<file path="src/rtl/ddr3_pll_phase_pkg.sv">
// Shared types and constants for the DDR3 PLL phase-adjust controller.
package ddr3_pll_phase_pkg;

    typedef enum logic [3:0] {
        ST_PWRUP     = 4'd0,
        ST_WAIT_LOCK = 4'd1,
        ST_IDLE      = 4'd2,
        ST_SETUP     = 4'd3,
        ST_ROT_HI    = 4'd4,
        ST_ROT_LO    = 4'd5,
        ST_LOAD      = 4'd6,
        ST_DONE      = 4'd7
    } state_e;

    localparam logic [1:0] SEL_OUT0 = 2'd0;
    localparam logic [1:0] SEL_OUT2 = 2'd1;
    localparam logic [1:0] SEL_OUT3 = 2'd2;
    localparam logic [1:0] SEL_ALL  = 2'd3;

    localparam int CYC_CNT_W = 16;
    localparam int STEP_W    = 8;

    localparam logic [CYC_CNT_W-1:0] CYC_ONE  = {{(CYC_CNT_W-1){1'b0}}, 1'b1};
    localparam logic [STEP_W-1:0]    STEP_ONE = {{(STEP_W-1){1'b0}}, 1'b1};

    // Bit 0 = OUT0, bit 1 = OUT2, bit 2 = OUT3
    function automatic logic [2:0] sel_mask(input logic [1:0] outsel);
        case (outsel)
            SEL_OUT0: sel_mask = 3'b001;
            SEL_OUT2: sel_mask = 3'b010;
            SEL_OUT3: sel_mask = 3'b100;
            SEL_ALL:  sel_mask = 3'b111;
            default:  sel_mask = 3'b000;
        endcase
    endfunction

endpackage

</file>
<file path="src/rtl/pll_lock_sync.sv">
// Two-flop synchronizer bringing the asynchronous PLL lock into the fabric clock domain.
module pll_lock_sync (
    input  logic clk,
    input  logic rst,
    input  logic lock_async,
    output logic lock_sync
);

    logic meta_r;
    logic sync_r;

    // Metastability-settling chain, cleared by the synchronous reset
    always_ff @(posedge clk) begin
        if (rst) begin
            meta_r <= 1'b0;
            sync_r <= 1'b0;
        end else begin
            meta_r <= lock_async;
            sync_r <= meta_r;
        end
    end

    assign lock_sync = sync_r;

endmodule

</file>
<file path="src/rtl/ddr3_pll_phase_ctrl.sv">
// DDR3 CCC PLL power-up/lock sequencer and dynamic phase-shift pulse-train generator.
module ddr3_pll_phase_ctrl
    import ddr3_pll_phase_pkg::*;
#(
    parameter int PD_CYC       = 16,
    parameter int LOCK_TIMEOUT = 65535,
    parameter int ROT_HIGH_CYC = 4,
    parameter int ROT_LOW_CYC  = 4,
    parameter int LOAD_CYC     = 4,
    parameter int PHASE_CNT_W  = 8
) (
    input  logic                   CLK,
    input  logic                   RESET,
    input  logic                   REQ_VALID,
    output logic                   REQ_READY,
    input  logic [1:0]             REQ_OUTSEL,
    input  logic                   REQ_DIR,
    input  logic [STEP_W-1:0]      REQ_STEPS,
    input  logic                   PLL_LOCK_0,
    output logic                   PLL_POWERDOWN_N_0,
    output logic                   PHASE_OUT0_SEL_0,
    output logic                   PHASE_OUT2_SEL_0,
    output logic                   PHASE_OUT3_SEL_0,
    output logic                   PHASE_DIRECTION_0,
    output logic                   PHASE_ROTATE_0,
    output logic                   LOAD_PHASE_N_0,
    output logic                   LOCKED,
    output logic                   BUSY,
    output logic                   DONE,
    output logic                   ERR_TIMEOUT,
    output logic                   ERR_LOCK_LOST,
    output logic [PHASE_CNT_W-1:0] PHASE_POS0,
    output logic [PHASE_CNT_W-1:0] PHASE_POS2,
    output logic [PHASE_CNT_W-1:0] PHASE_POS3
);

    localparam logic [CYC_CNT_W-1:0] PD_LAST = CYC_CNT_W'(PD_CYC - 1);
    localparam logic [CYC_CNT_W-1:0] TO_LAST = CYC_CNT_W'(LOCK_TIMEOUT - 1);
    localparam logic [CYC_CNT_W-1:0] HI_LAST = CYC_CNT_W'(ROT_HIGH_CYC - 1);
    localparam logic [CYC_CNT_W-1:0] LO_LAST = CYC_CNT_W'(ROT_LOW_CYC - 1);
    localparam logic [CYC_CNT_W-1:0] LD_LAST = CYC_CNT_W'(LOAD_CYC - 1);

    state_e                 state_r, state_nxt_s;
    logic [CYC_CNT_W-1:0]   cyc_cnt_r;
    logic [STEP_W-1:0]      steps_r;
    logic [1:0]             outsel_r, op_sel_s;
    logic                   dir_r, op_dir_s;
    logic                   lock_sync_s, in_op_s;
    logic                   accept_s, rot_exit_s, timeout_s, lock_lost_s;
    logic [2:0]             mask_s, upd_mask_s, sel_nxt_s, sel_r;
    logic                   pd_n_nxt_s, dir_nxt_s, rot_nxt_s, load_n_nxt_s;
    logic                   ready_nxt_s, busy_nxt_s, done_nxt_s, locked_nxt_s;
    logic                   pd_n_r, dir_out_r, rot_r, load_n_r;
    logic                   ready_r, busy_r, done_r, locked_r, err_to_r, err_ll_r;
    logic [PHASE_CNT_W-1:0] pos0_r, pos2_r, pos3_r, delta_s;

    pll_lock_sync u_lock_sync (
        .clk        (CLK),
        .rst        (RESET),
        .lock_async (PLL_LOCK_0),
        .lock_sync  (lock_sync_s)
    );

    assign in_op_s    = state_r inside {ST_IDLE, ST_SETUP, ST_ROT_HI, ST_ROT_LO, ST_LOAD, ST_DONE};
    // On the accept edge the request fields are not yet registered, so look at the port
    assign op_sel_s   = accept_s ? REQ_OUTSEL : outsel_r;
    assign op_dir_s   = accept_s ? REQ_DIR : dir_r;
    assign mask_s     = sel_mask(op_sel_s);
    assign upd_mask_s = sel_mask(outsel_r);
    assign delta_s    = dir_r ? {{(PHASE_CNT_W-1){1'b0}}, 1'b1} : {PHASE_CNT_W{1'b1}};

    // Next-state logic plus the single-cycle events that steer the datapath
    always_comb begin
        state_nxt_s = state_r;
        accept_s    = 1'b0;
        rot_exit_s  = 1'b0;
        timeout_s   = 1'b0;
        lock_lost_s = 1'b0;
        if (in_op_s && !lock_sync_s) begin
            lock_lost_s = 1'b1;
            state_nxt_s = ST_WAIT_LOCK;
        end else begin
            case (state_r)
                ST_PWRUP: begin
                    if (cyc_cnt_r == PD_LAST) state_nxt_s = ST_WAIT_LOCK;
                    else                      state_nxt_s = ST_PWRUP;
                end
                ST_WAIT_LOCK: begin
                    if (lock_sync_s) begin
                        state_nxt_s = ST_IDLE;
                    end else if (cyc_cnt_r == TO_LAST) begin
                        timeout_s   = 1'b1;
                        state_nxt_s = ST_PWRUP;
                    end else begin
                        state_nxt_s = ST_WAIT_LOCK;
                    end
                end
                ST_IDLE: begin
                    if (REQ_VALID && ready_r) begin
                        accept_s    = 1'b1;
                        state_nxt_s = ST_SETUP;
                    end else begin
                        state_nxt_s = ST_IDLE;
                    end
                end
                ST_SETUP: begin
                    if (steps_r == '0) state_nxt_s = ST_LOAD;
                    else               state_nxt_s = ST_ROT_HI;
                end
                ST_ROT_HI: begin
                    if (cyc_cnt_r == HI_LAST) begin
                        rot_exit_s  = 1'b1;
                        state_nxt_s = ST_ROT_LO;
                    end else begin
                        state_nxt_s = ST_ROT_HI;
                    end
                end
                ST_ROT_LO: begin
                    if (cyc_cnt_r != LO_LAST) state_nxt_s = ST_ROT_LO;
                    else if (steps_r != '0)   state_nxt_s = ST_ROT_HI;
                    else                      state_nxt_s = ST_LOAD;
                end
                ST_LOAD: begin
                    if (cyc_cnt_r == LD_LAST) state_nxt_s = ST_DONE;
                    else                      state_nxt_s = ST_LOAD;
                end
                ST_DONE: state_nxt_s = ST_IDLE;
                default: state_nxt_s = ST_PWRUP;
            endcase
        end
    end

    // Output decode from the upcoming state so every pin comes straight from a flop
    always_comb begin
        pd_n_nxt_s   = 1'b1;
        sel_nxt_s    = 3'b000;
        dir_nxt_s    = 1'b0;
        rot_nxt_s    = 1'b0;
        load_n_nxt_s = 1'b1;
        ready_nxt_s  = 1'b0;
        busy_nxt_s   = 1'b0;
        done_nxt_s   = 1'b0;
        locked_nxt_s = 1'b0;
        case (state_nxt_s)
            ST_PWRUP:     pd_n_nxt_s = 1'b0;
            ST_WAIT_LOCK: pd_n_nxt_s = 1'b1;
            ST_IDLE: begin
                ready_nxt_s  = 1'b1;
                locked_nxt_s = lock_sync_s;
            end
            ST_SETUP, ST_ROT_HI, ST_ROT_LO, ST_LOAD: begin
                busy_nxt_s   = 1'b1;
                locked_nxt_s = lock_sync_s;
                sel_nxt_s    = mask_s;
                dir_nxt_s    = op_dir_s;
                rot_nxt_s    = (state_nxt_s == ST_ROT_HI);
                load_n_nxt_s = (state_nxt_s != ST_LOAD);
            end
            ST_DONE: begin
                done_nxt_s   = 1'b1;
                locked_nxt_s = lock_sync_s;
            end
            default: pd_n_nxt_s = 1'b0;
        endcase
    end

    // State register and the shared width/timeout counter, restarted on every transition
    always_ff @(posedge CLK) begin
        if (RESET) begin
            state_r   <= ST_PWRUP;
            cyc_cnt_r <= '0;
        end else begin
            state_r   <= state_nxt_s;
            cyc_cnt_r <= (state_nxt_s != state_r) ? '0 : cyc_cnt_r + CYC_ONE;
        end
    end

    // Captured request fields and remaining rotate steps
    always_ff @(posedge CLK) begin
        if (RESET) begin
            outsel_r <= 2'd0;
            dir_r    <= 1'b0;
            steps_r  <= '0;
        end else if (accept_s) begin
            outsel_r <= REQ_OUTSEL;
            dir_r    <= REQ_DIR;
            steps_r  <= REQ_STEPS;
        end else if (rot_exit_s) begin
            steps_r  <= steps_r - STEP_ONE;
        end
    end

    // Registered pin outputs
    always_ff @(posedge CLK) begin
        if (RESET) begin
            pd_n_r    <= 1'b0;
            sel_r     <= 3'b000;
            dir_out_r <= 1'b0;
            rot_r     <= 1'b0;
            load_n_r  <= 1'b1;
            ready_r   <= 1'b0;
            busy_r    <= 1'b0;
            done_r    <= 1'b0;
            locked_r  <= 1'b0;
        end else begin
            pd_n_r    <= pd_n_nxt_s;
            sel_r     <= sel_nxt_s;
            dir_out_r <= dir_nxt_s;
            rot_r     <= rot_nxt_s;
            load_n_r  <= load_n_nxt_s;
            ready_r   <= ready_nxt_s;
            busy_r    <= busy_nxt_s;
            done_r    <= done_nxt_s;
            locked_r  <= locked_nxt_s;
        end
    end

    // Phase positions wrap in two's complement; lock loss forgets them since the PLL relocks at zero
    always_ff @(posedge CLK) begin
        if (RESET) begin
            pos0_r   <= '0;
            pos2_r   <= '0;
            pos3_r   <= '0;
            err_to_r <= 1'b0;
            err_ll_r <= 1'b0;
        end else begin
            if (timeout_s) err_to_r <= 1'b1;
            if (lock_lost_s) begin
                err_ll_r <= 1'b1;
                pos0_r   <= '0;
                pos2_r   <= '0;
                pos3_r   <= '0;
            end else if (rot_exit_s) begin
                if (upd_mask_s[0]) pos0_r <= pos0_r + delta_s;
                if (upd_mask_s[1]) pos2_r <= pos2_r + delta_s;
                if (upd_mask_s[2]) pos3_r <= pos3_r + delta_s;
            end
        end
    end

    assign PLL_POWERDOWN_N_0 = pd_n_r;
    assign PHASE_OUT0_SEL_0  = sel_r[0];
    assign PHASE_OUT2_SEL_0  = sel_r[1];
    assign PHASE_OUT3_SEL_0  = sel_r[2];
    assign PHASE_DIRECTION_0 = dir_out_r;
    assign PHASE_ROTATE_0    = rot_r;
    assign LOAD_PHASE_N_0    = load_n_r;
    assign REQ_READY         = ready_r;
    assign LOCKED            = locked_r;
    assign BUSY              = busy_r;
    assign DONE              = done_r;
    assign ERR_TIMEOUT       = err_to_r;
    assign ERR_LOCK_LOST     = err_ll_r;
    assign PHASE_POS0        = pos0_r;
    assign PHASE_POS2        = pos2_r;
    assign PHASE_POS3        = pos3_r;

endmodule

</file>
<file path="config.mk">
export PLATFORM = sky130hd
export DESIGN_NAME = ddr3_pll_phase_ctrl
export DESIGN_NICKNAME = d
export VERILOG_FILES = /design/src/rtl/ddr3_pll_phase_pkg.sv /design/src/rtl/pll_lock_sync.sv /design/src/rtl/ddr3_pll_phase_ctrl.sv
export SDC_FILE = /design/constraint.sdc
export NUM_CORES = 1
export LEC_CHECK = 0
export CELL_PAD_IN_SITES_DETAIL_PLACEMENT = 1
export CELL_PAD_IN_SITES_GLOBAL_PLACEMENT = 2
export CORE_MARGIN = 2
export CORE_UTILIZATION = 31
export DETAILED_ROUTE_END_ITERATION = 10
export PLACE_DENSITY = 0.73
export SLEW_MARGIN = 20
export SYNTH_ARGS = -nofsm -noshare
export SYNTH_HDL_FRONTEND = slang
export SYNTH_SLANG_ARGS = --single-unit
export TNS_END_PERCENT = 5
</file>
<file path="constraint.sdc">
create_clock -name CLK -period 2.8 [get_ports CLK]
set_clock_uncertainty 0.15 [all_clocks]
set_input_delay 0.42 -clock CLK [delete_from_list [all_inputs] [get_ports CLK]]
set_output_delay 0.42 -clock CLK [all_outputs]
set_load 0.02 [all_outputs]
</file>
==> results.md, run 1 <==
- Result of the run: finished clean
- Worst setup SP type: flip-flop
- Mapped Nets: 523
- Post-synthesis share of cell area spent on xor and xnor gates: 0.0616
- Number of optimization iterations in the first detailed-route pass: 4
- Most used cells in the layout excluding fill and tap cells: sky130_fd_sc_hd__dfxtp_1 (69), sky130_fd_sc_hd__clkdlybuf4s50_1 (51), sky130_fd_sc_hd__nand2_1 (40)
- Share of final-layout standard cells stronger than drive strength 1: 0.124
- Endpoint required time on the critical path: 2860 ps
- Critical Path Fanout Max: 16
- Cell count after synthesis: 479
- Source-to-sink clock delay at the later pin of the worst-skew pair: 350 ps
- Resize count post-CTS: 0
- Average wire per standard cell: 16.6 um
- Layout overhead on the synthesized area: 28.7%
- Vias in the first global route: 4092
- Number of setup buffers added after CTS: 0
- Number of slew-limit violations in the final report: 0
- Final Power: 2.15 mW
- Commonest non-fill, non-tap cell in the layout: sky130_fd_sc_hd__dfxtp_1
- Initial antenna violation count: 0
- Number of cells traversed by the worst register-to-register path: 5
- Headroom to the max-slew limit: 0.560
- Final ANT Viol Nets: 0
- Crit path capture: cyc_cnt_r[11]
- Pleak: 2.03 nW
- Count of flip-flops with a built-in enable after synthesis: 0
- Area of combinational cells with multiple inputs: 2610 um^2
- Iteration-0 DRC Markers: 159
- Total Wirelength: 12100 um
- Total power divided by cell area: 406 nW/um^2
- Via count: 3831
- CTS Hold Buffers Added: 0
- Top-Level Pins: 52
- Final HPWL from detailed placement: 8950 um
- Unique masters post-synth: 62
- Slew @ Worst Pin: approximately 650 ps
- Synthesized-area fraction occupied by ao, oa, aoi and oai cells: 0.139
- Netlist area before placement: between 4000 and 5000 um^2
- Async set or reset register ratio after synthesis: 0
- Category of the most critical setup path: flip-flop to flip-flop
- Critical Path Source: cyc_cnt_r[6]
- Arr. time, crit path: 2700 ps
- Global-route wire length before repair: 20300 um
- Post-Synth Simple-Gate Area: 0.302
- Count of synthesis-stage warnings from yosys: 0
- GR Overflow Total: 0
- Height of the chip: 119 um
- Layout net count: 595
- Register area: 1380 um^2
- Floorplan row count: 42
- Reg-to-reg setup timing slack: 160 ps
- Area of the core: ~13000 um^2
- Post-layout min period: ~2600 ps
- Leading register cell type out of synthesis: sky130_fd_sc_hd__dfxtp_1
- CTS tree: yes
- Number of sinks driven by the clock tree: 69
- Type of the worst min-delay path: flip-flop to flip-flop
- Kind of end point of the critical path: flip-flop
- Total routing resource utilization after global routing: 0.179
- Antenna Diode Count: 0
- Yosys reg bits: 69
- Startpoint of the worst-slack reg-to-reg timing path: cyc_cnt_r[6]
- Master cell of the clock root buffer: sky130_fd_sc_hd__clkbuf_16
- Share of synthesized area spent on multiplexers: 0.0294
- Number of design rule violations left after detail routing: 0
- Final setup TNS: 0 ps
- Final critical-path share of the clock period: 0.944
- Maximum number of pins on one net before global-route repair: 21
- Clock-pin slew on the worst setup and hold paths: 50 ps
- Number of I/O port buffers: 51
- Synthesized area per cell: 8.60 um^2
- Number of vias per cell: about 5.2
- Die footprint: 14200 um^2
- Max_cap viols: 0
- Synth Area in Adders: 0.0935
- Maximum operating frequency: 379 MHz
- Main combinational cell family by area after synthesis: simple AND/OR/NAND/NOR gates
- Setup violations, final: 0
- Placer congestion estimate: 0.785
- Endpoints failing hold: 0
- Proportion of synthesized chip area in sequential cells: 0.335
- RSZ-0062 raised after global routing: false
- Die Wd: 119 um
- Number of fill cells: 1572
- Worst VDD drop: about 0.00025 V
- Maximum clock insertion buffer count: 2
- Core occupancy in the finished layout: 0.404
- Effective utilization at floorplan: 0.314
- H-Tree Level Count: 3
- RR Endpoint: cyc_cnt_r[11]
- TritonCTS buffer count: 9
==> flip-flops by register name, indices dropped and copies added, names as in the netlist, 2 cells and up <==
signal,count
PHASE_POS2,8
outsel_r,2
PHASE_POS3,8
steps_r,8
state_r,3
PHASE_POS0,8
sel_r,3
cyc_cnt_r,16
==> power breakdown <==
| part | switching [mW] | internal (mW) | total, mW |
|---|---|---|---|
| combinational | 0.0500 | 0.0412 | 0.0913 |
| clock | 0.423 | 0.648 | 1.07 |
| sequential | 0.00427 | 0.988 | 0.992 |
| total | 0.477 | 1.68 | 2.15 |
==> metal layers <==
layer / track usage / wire, um / vias to the layer above
li1: - / - / 1897
met1: 0.221 / 5600 / 1850
met2: 0.301 / 5870 / 65
met3: 0.0287 / 343 / 19
met4: 0.0882 / 322 / 0
met5: 0 / 0 / -
==> critical path, cell delays in order, from the launching register on <==
cell and delay [ps]:
sky130_fd_sc_hd__dfxtp_1 340, sky130_fd_sc_hd__or4_4 560, sky130_fd_sc_hd__or4_4 510, sky130_fd_sc_hd__or4_1 590
sky130_fd_sc_hd__o211ai_4 250, sky130_fd_sc_hd__nor3_1 100
==> Yosys cell counts, drive strengths merged, types with 8 or more instances <==
library cell,instances,share of area
nor2,39,0.036
xnor2,13,0.028
nand4,13,0.020
nor4,10,0.023
nor3,28,0.038
inv,20,0.018
nand3,34,0.043
mux2i,11,0.027
nand2,40,0.036
ha,26,0.079
clkbuf,17,0.015
a21oi,25,0.030
o21ai,8,0.0097
xor2,16,0.034
nor4b,8,0.025
dfxtp,69,0.34
==> how the worst min path moves through the flow <==
stage | cells after the start | startpoint | slack (ps) | endpoint
global route | 1 | u_lock_sync.meta_r | 320 | u_lock_sync.lock_sync
CTS | 1 | u_lock_sync.meta_r | 290 | u_lock_sync.lock_sync
finish | 1 | u_lock_sync.meta_r | 290 | u_lock_sync.lock_sync
floorplan | 1 | u_lock_sync.meta_r | 260 | u_lock_sync.lock_sync
global placement | 1 | u_lock_sync.meta_r | 270 | u_lock_sync.lock_sync
detailed placement | 1 | u_lock_sync.meta_r | 280 | u_lock_sync.lock_sync
==> through the flow <==
stage          setup WS, ps  hold slack [ps]  area (um^2)  std cells
2_1_floorplan           133              264         4120        479
6_report                158              290         5300        732
5_1_grt                1.49              322         5300        732
3_3_place_gp            134              268         5000        716
3_5_place_dp           67.6              282         5000        716
4_1_cts                31.6              295         5270        732
==> cells by family after synthesis <==
kind of cell,count (synthesis)
AO/OA/AOI/OAI,83
XOR/XNOR,29
adder cells (fa/ha/maj),29
buffers and inverters,39
flip-flops,69
multiplexers,12
AND/OR/NAND/NOR,218
==> area by class of cell <==
class	instances	share of cell area
Timing Repair Buffer	80	0.140
Clock buffer	15	0.0505
Tap cell	176	0.0415
Inverter	20	0.0142
Clock inverter	1	0.000944
Sequential cell	69	0.260
Multi-Input combinational cell	371	0.493
Note: power is estimated with default switching activity, not from simulation.
==> inputs of run 2 (changes only) <==
--- a/config.mk
+++ b/config.mk
@@ -7,7 +7,7 @@
 export LEC_CHECK = 0
 export CELL_PAD_IN_SITES_DETAIL_PLACEMENT = 1
 export CELL_PAD_IN_SITES_GLOBAL_PLACEMENT = 2
-export CORE_MARGIN = 2
+export CORE_MARGIN = 3
 export CORE_UTILIZATION = 31
 export DETAILED_ROUTE_END_ITERATION = 10
 export PLACE_DENSITY = 0.73
==> run 2 against run 1 <==
  * Sequential power barely moved
  * Non-clock buffer count fell by 5
  * Final area fell by 0.50%
  * Die area rose by 3.4%
  * Clock power rose by 4%
  * Clock-buffer cell count fell by 3
  * Power rose by 1.6%
==> results.md, run 2 (same netlist as run 1, synthesis figures left out) <==
- Die Wd: 121 um (+1.7%)
- Result of the run: finished clean
- Most frequent CP cell: sky130_fd_sc_hd__or4_4
- Switching Power: 457 uW (-4.3%)
- Most Crowded Layer GR: met2
- Setup violations, final: 0 (unchanged)
- Final ANT Viol Nets: 0 (unchanged)
- Flip-flop count of the largest register, all copies and words added: 16 (unchanged)
- Maximum clock insertion buffer count: 2 (unchanged)
- Number of sinks driven by the clock tree: 69 (unchanged)
- Total cell area at the placement stage: 4980 um^2 (-0.35%)
- Master cell of the clock root buffer: sky130_fd_sc_hd__clkbuf_16
- Routing usage on met3: 0.0261 (-0.00263)
- Worst VDD drop: 0.000179 V (-29%)
- Category of the most critical setup path: flip-flop to flip-flop
- Top-Level Pins: 52 (unchanged)
- Final setup TNS: 0 ps (unchanged)
- Most used cells in the layout excluding fill and tap cells: sky130_fd_sc_hd__dfxtp_1 (69), sky130_fd_sc_hd__clkdlybuf4s50_1 (51), sky130_fd_sc_hd__nand2_1 (40)
- Die footprint: 14700 um^2 (+3.4%)
- Total Wirelength: 11700 um (-3.9%)
- Cell-by-cell trace of the critical path: or4_4, or4_4, buf_12, nor4_2, buf_4, o31a_1, a21boi_0
- Worst setup SP type: flip-flop
- Largest reg by FF count: cyc_cnt_r
- Critical Path Fanout Max: 12 (-4)
- Area of the core: 12800 um^2 (-2.4%)
- Register share of total power: 0.453 (-0.008)
- Number of vias per cell: 5.26 (+0.47%)
- Layout overhead on the synthesized area: 28.0%
- Global-route track usage on met2: 0.285 (-0.0167)
- Commonest non-fill, non-tap cell in the layout: sky130_fd_sc_hd__dfxtp_1
- Max_cap viols: 0 (unchanged)
- Number of design rule violations left after detail routing: 0 (unchanged)
- Placer congestion estimate: 0.782 (-0.34%)
- Largest stage delay on the critical path: 550 ps (-40 ps)
- Number of slew-limit violations in the final report: 0 (unchanged)
- Internal power consumption: 1.73 mW (+3.3%)
- Initial antenna violation count: 0 (unchanged)
- Number of optimization iterations in the first detailed-route pass: 4 (unchanged)
- Endpoints failing hold: 0 (unchanged)
- Kind of end point of the critical path: flip-flop
- Vias in the first global route: 3940 (-3.7%)
- Clock-pin slew on the worst setup and hold paths: 50 ps (about the same)
- Post-layout min period: 2670 ps (+30.8 ps)
- Global-route wire length before repair: 19500 um (-4.1%)
- Pleak: 1.98 nW (-2.0%)
- Type of the worst min-delay path: flip-flop to flip-flop
- Final HPWL from detailed placement: 8680 um (-3.1%)
- Maximum operating frequency: 374 MHz (-1.2%)
- Headroom to the max-slew limit: 0.592 (+0.0320)
- Arr. time, crit path: 2730 ps (+30 ps)
- Number of I/O port buffers: 51 (unchanged)
- Endpoint required time on the critical path: 2860 ps (about the same)
- Total power divided by cell area: 415 nW/um^2 (+2.1%)
- Cell area after layout: 5280 um^2 (-0.50%)
- H-Tree Level Count: 3 (unchanged)
- Slew @ Worst Pin: 603 ps (-52.1 ps)
- Switch share: 0.209 (-0.0128)
- Via count: 3791 (-1.0%)
- Layout net count: 590 (-0.84%)
- Effective utilization at floorplan: 0.321 (+0.00765)
- CTS tree: yes
- Slowest cell on the critical path: sky130_fd_sc_hd__or4_4
- M1 GR Usage: 0.205 (-0.0160)
- Final critical-path share of the clock period: 0.955 (+0.0110)
- Floorplan row count: 41 (-2.4%)
- Logic pwr share: 0.041 (about the same)
- Average wire per standard cell: 16.2 um (-2.5%)
- WHS: 294 ps (+3.76 ps)
- Maximum number of pins on one net before global-route repair: 26 (+24%)
- RSZ-0062 raised after global routing: false
- Antenna Diode Count: 0 (unchanged)
- Height of the chip: 121 um (+1.7%)
- Clock power frac: 0.506 (+0.009)
- Source-to-sink clock delay at the later pin of the worst-skew pair: 340 ps (about the same)
- GR Overflow Total: 0 (unchanged)
- TritonCTS buffer count: 9 (unchanged)
- Iteration-0 DRC Markers: 191 (+20%)
- Total routing resource utilization after global routing: 0.165 (-0.0140)
- Share of final-layout standard cells stronger than drive strength 1: 0.117 (-0.00753)
## run 2: changes by cell type in the layout (fill, tap and decap cells not counted), sizes merged
cell,before,now
bufinv,0,1
clkbuf,15,12
buf,29,24
## run 2: final timing paths
| kind | from | end | slack (ps) | cells after the start |
|---|---|---|---|---|
| setup / recovery | cyc_cnt_r[9] | sel_r[1] | 130 | 7 |
| hold / removal | u_lock_sync.meta_r | u_lock_sync.lock_sync | 290 | 1 |
| setup reg to reg | cyc_cnt_r[9] | sel_r[1] | 130 | 7 |
| hold reg to reg | u_lock_sync.meta_r | u_lock_sync.lock_sync | 290 | 1 |
## run 2: routing by layer
metal | part of all wire | up-vias
li1 | - | 1882
met1 | 0.46 | 1855
met3 | 0.023 | 11
met5 | 0 | -
met4 | 0.017 | 0
met2 | 0.50 | 43
## run 2: area by class of cell
type / instances / area (um^2)
fill: 1540 / 7550
clock buffer: 12 / 246
timing repair buffer: 75 / 728
sequential: 69 / 1380
tap: 172 / 215
inverter: 20 / 75.1
multi-input combinational: 371 / 2590
clock inverter: 2 / 35.0
## run 2: through the flow
| stage | cells | power, mW | util | setup WS [ps] |
|---|---|---|---|---|
| 2_1_floorplan | 479 | 1.06 | - | 133 |
| 3_3_place_gp | 707 | 1.10 | 0.388 | 160 |
| 3_5_place_dp | 707 | 1.10 | 0.388 | 111 |
| 4_1_cts | 721 | 2.23 | 0.410 | 87.0 |
| 5_1_grt | 721 | 2.27 | 0.411 | 8.21 |
| 6_report | 721 | 2.19 | 0.411 | 127 |
## run 2: power by group through the flow
| stage | Sequential [mW] | Combinational (mW) | Clock, mW |
|---|---|---|---|
| 4_1_cts | 0.992 | 0.0905 | 1.14 |
| 6_report | 0.992 | 0.0890 | 1.11 |
| 2_1_floorplan | 1.01 | 0.0458 | 0 |
| 3_3_place_gp | 1.01 | 0.0887 | 0 |
| 5_1_grt | 0.992 | 0.0976 | 1.18 |
| 3_5_place_dp | 1.01 | 0.0893 | 0 |
## run 2: repair_timing
item / in CTS / in global routing
hold buffers: 0 / 0
setup buffers: 0 / 0
endpoints found under the setup margin: 0 / 3
gates resized for setup: 0 / 2
## run 2: critical path: cells and delay by family (launching register included)
family	cells	cell delay (ps)
flip-flops	1	350
AO/OA/AOI/OAI	2	350
AND/OR/NAND/NOR	3	1350
buffers and inverters	2	330
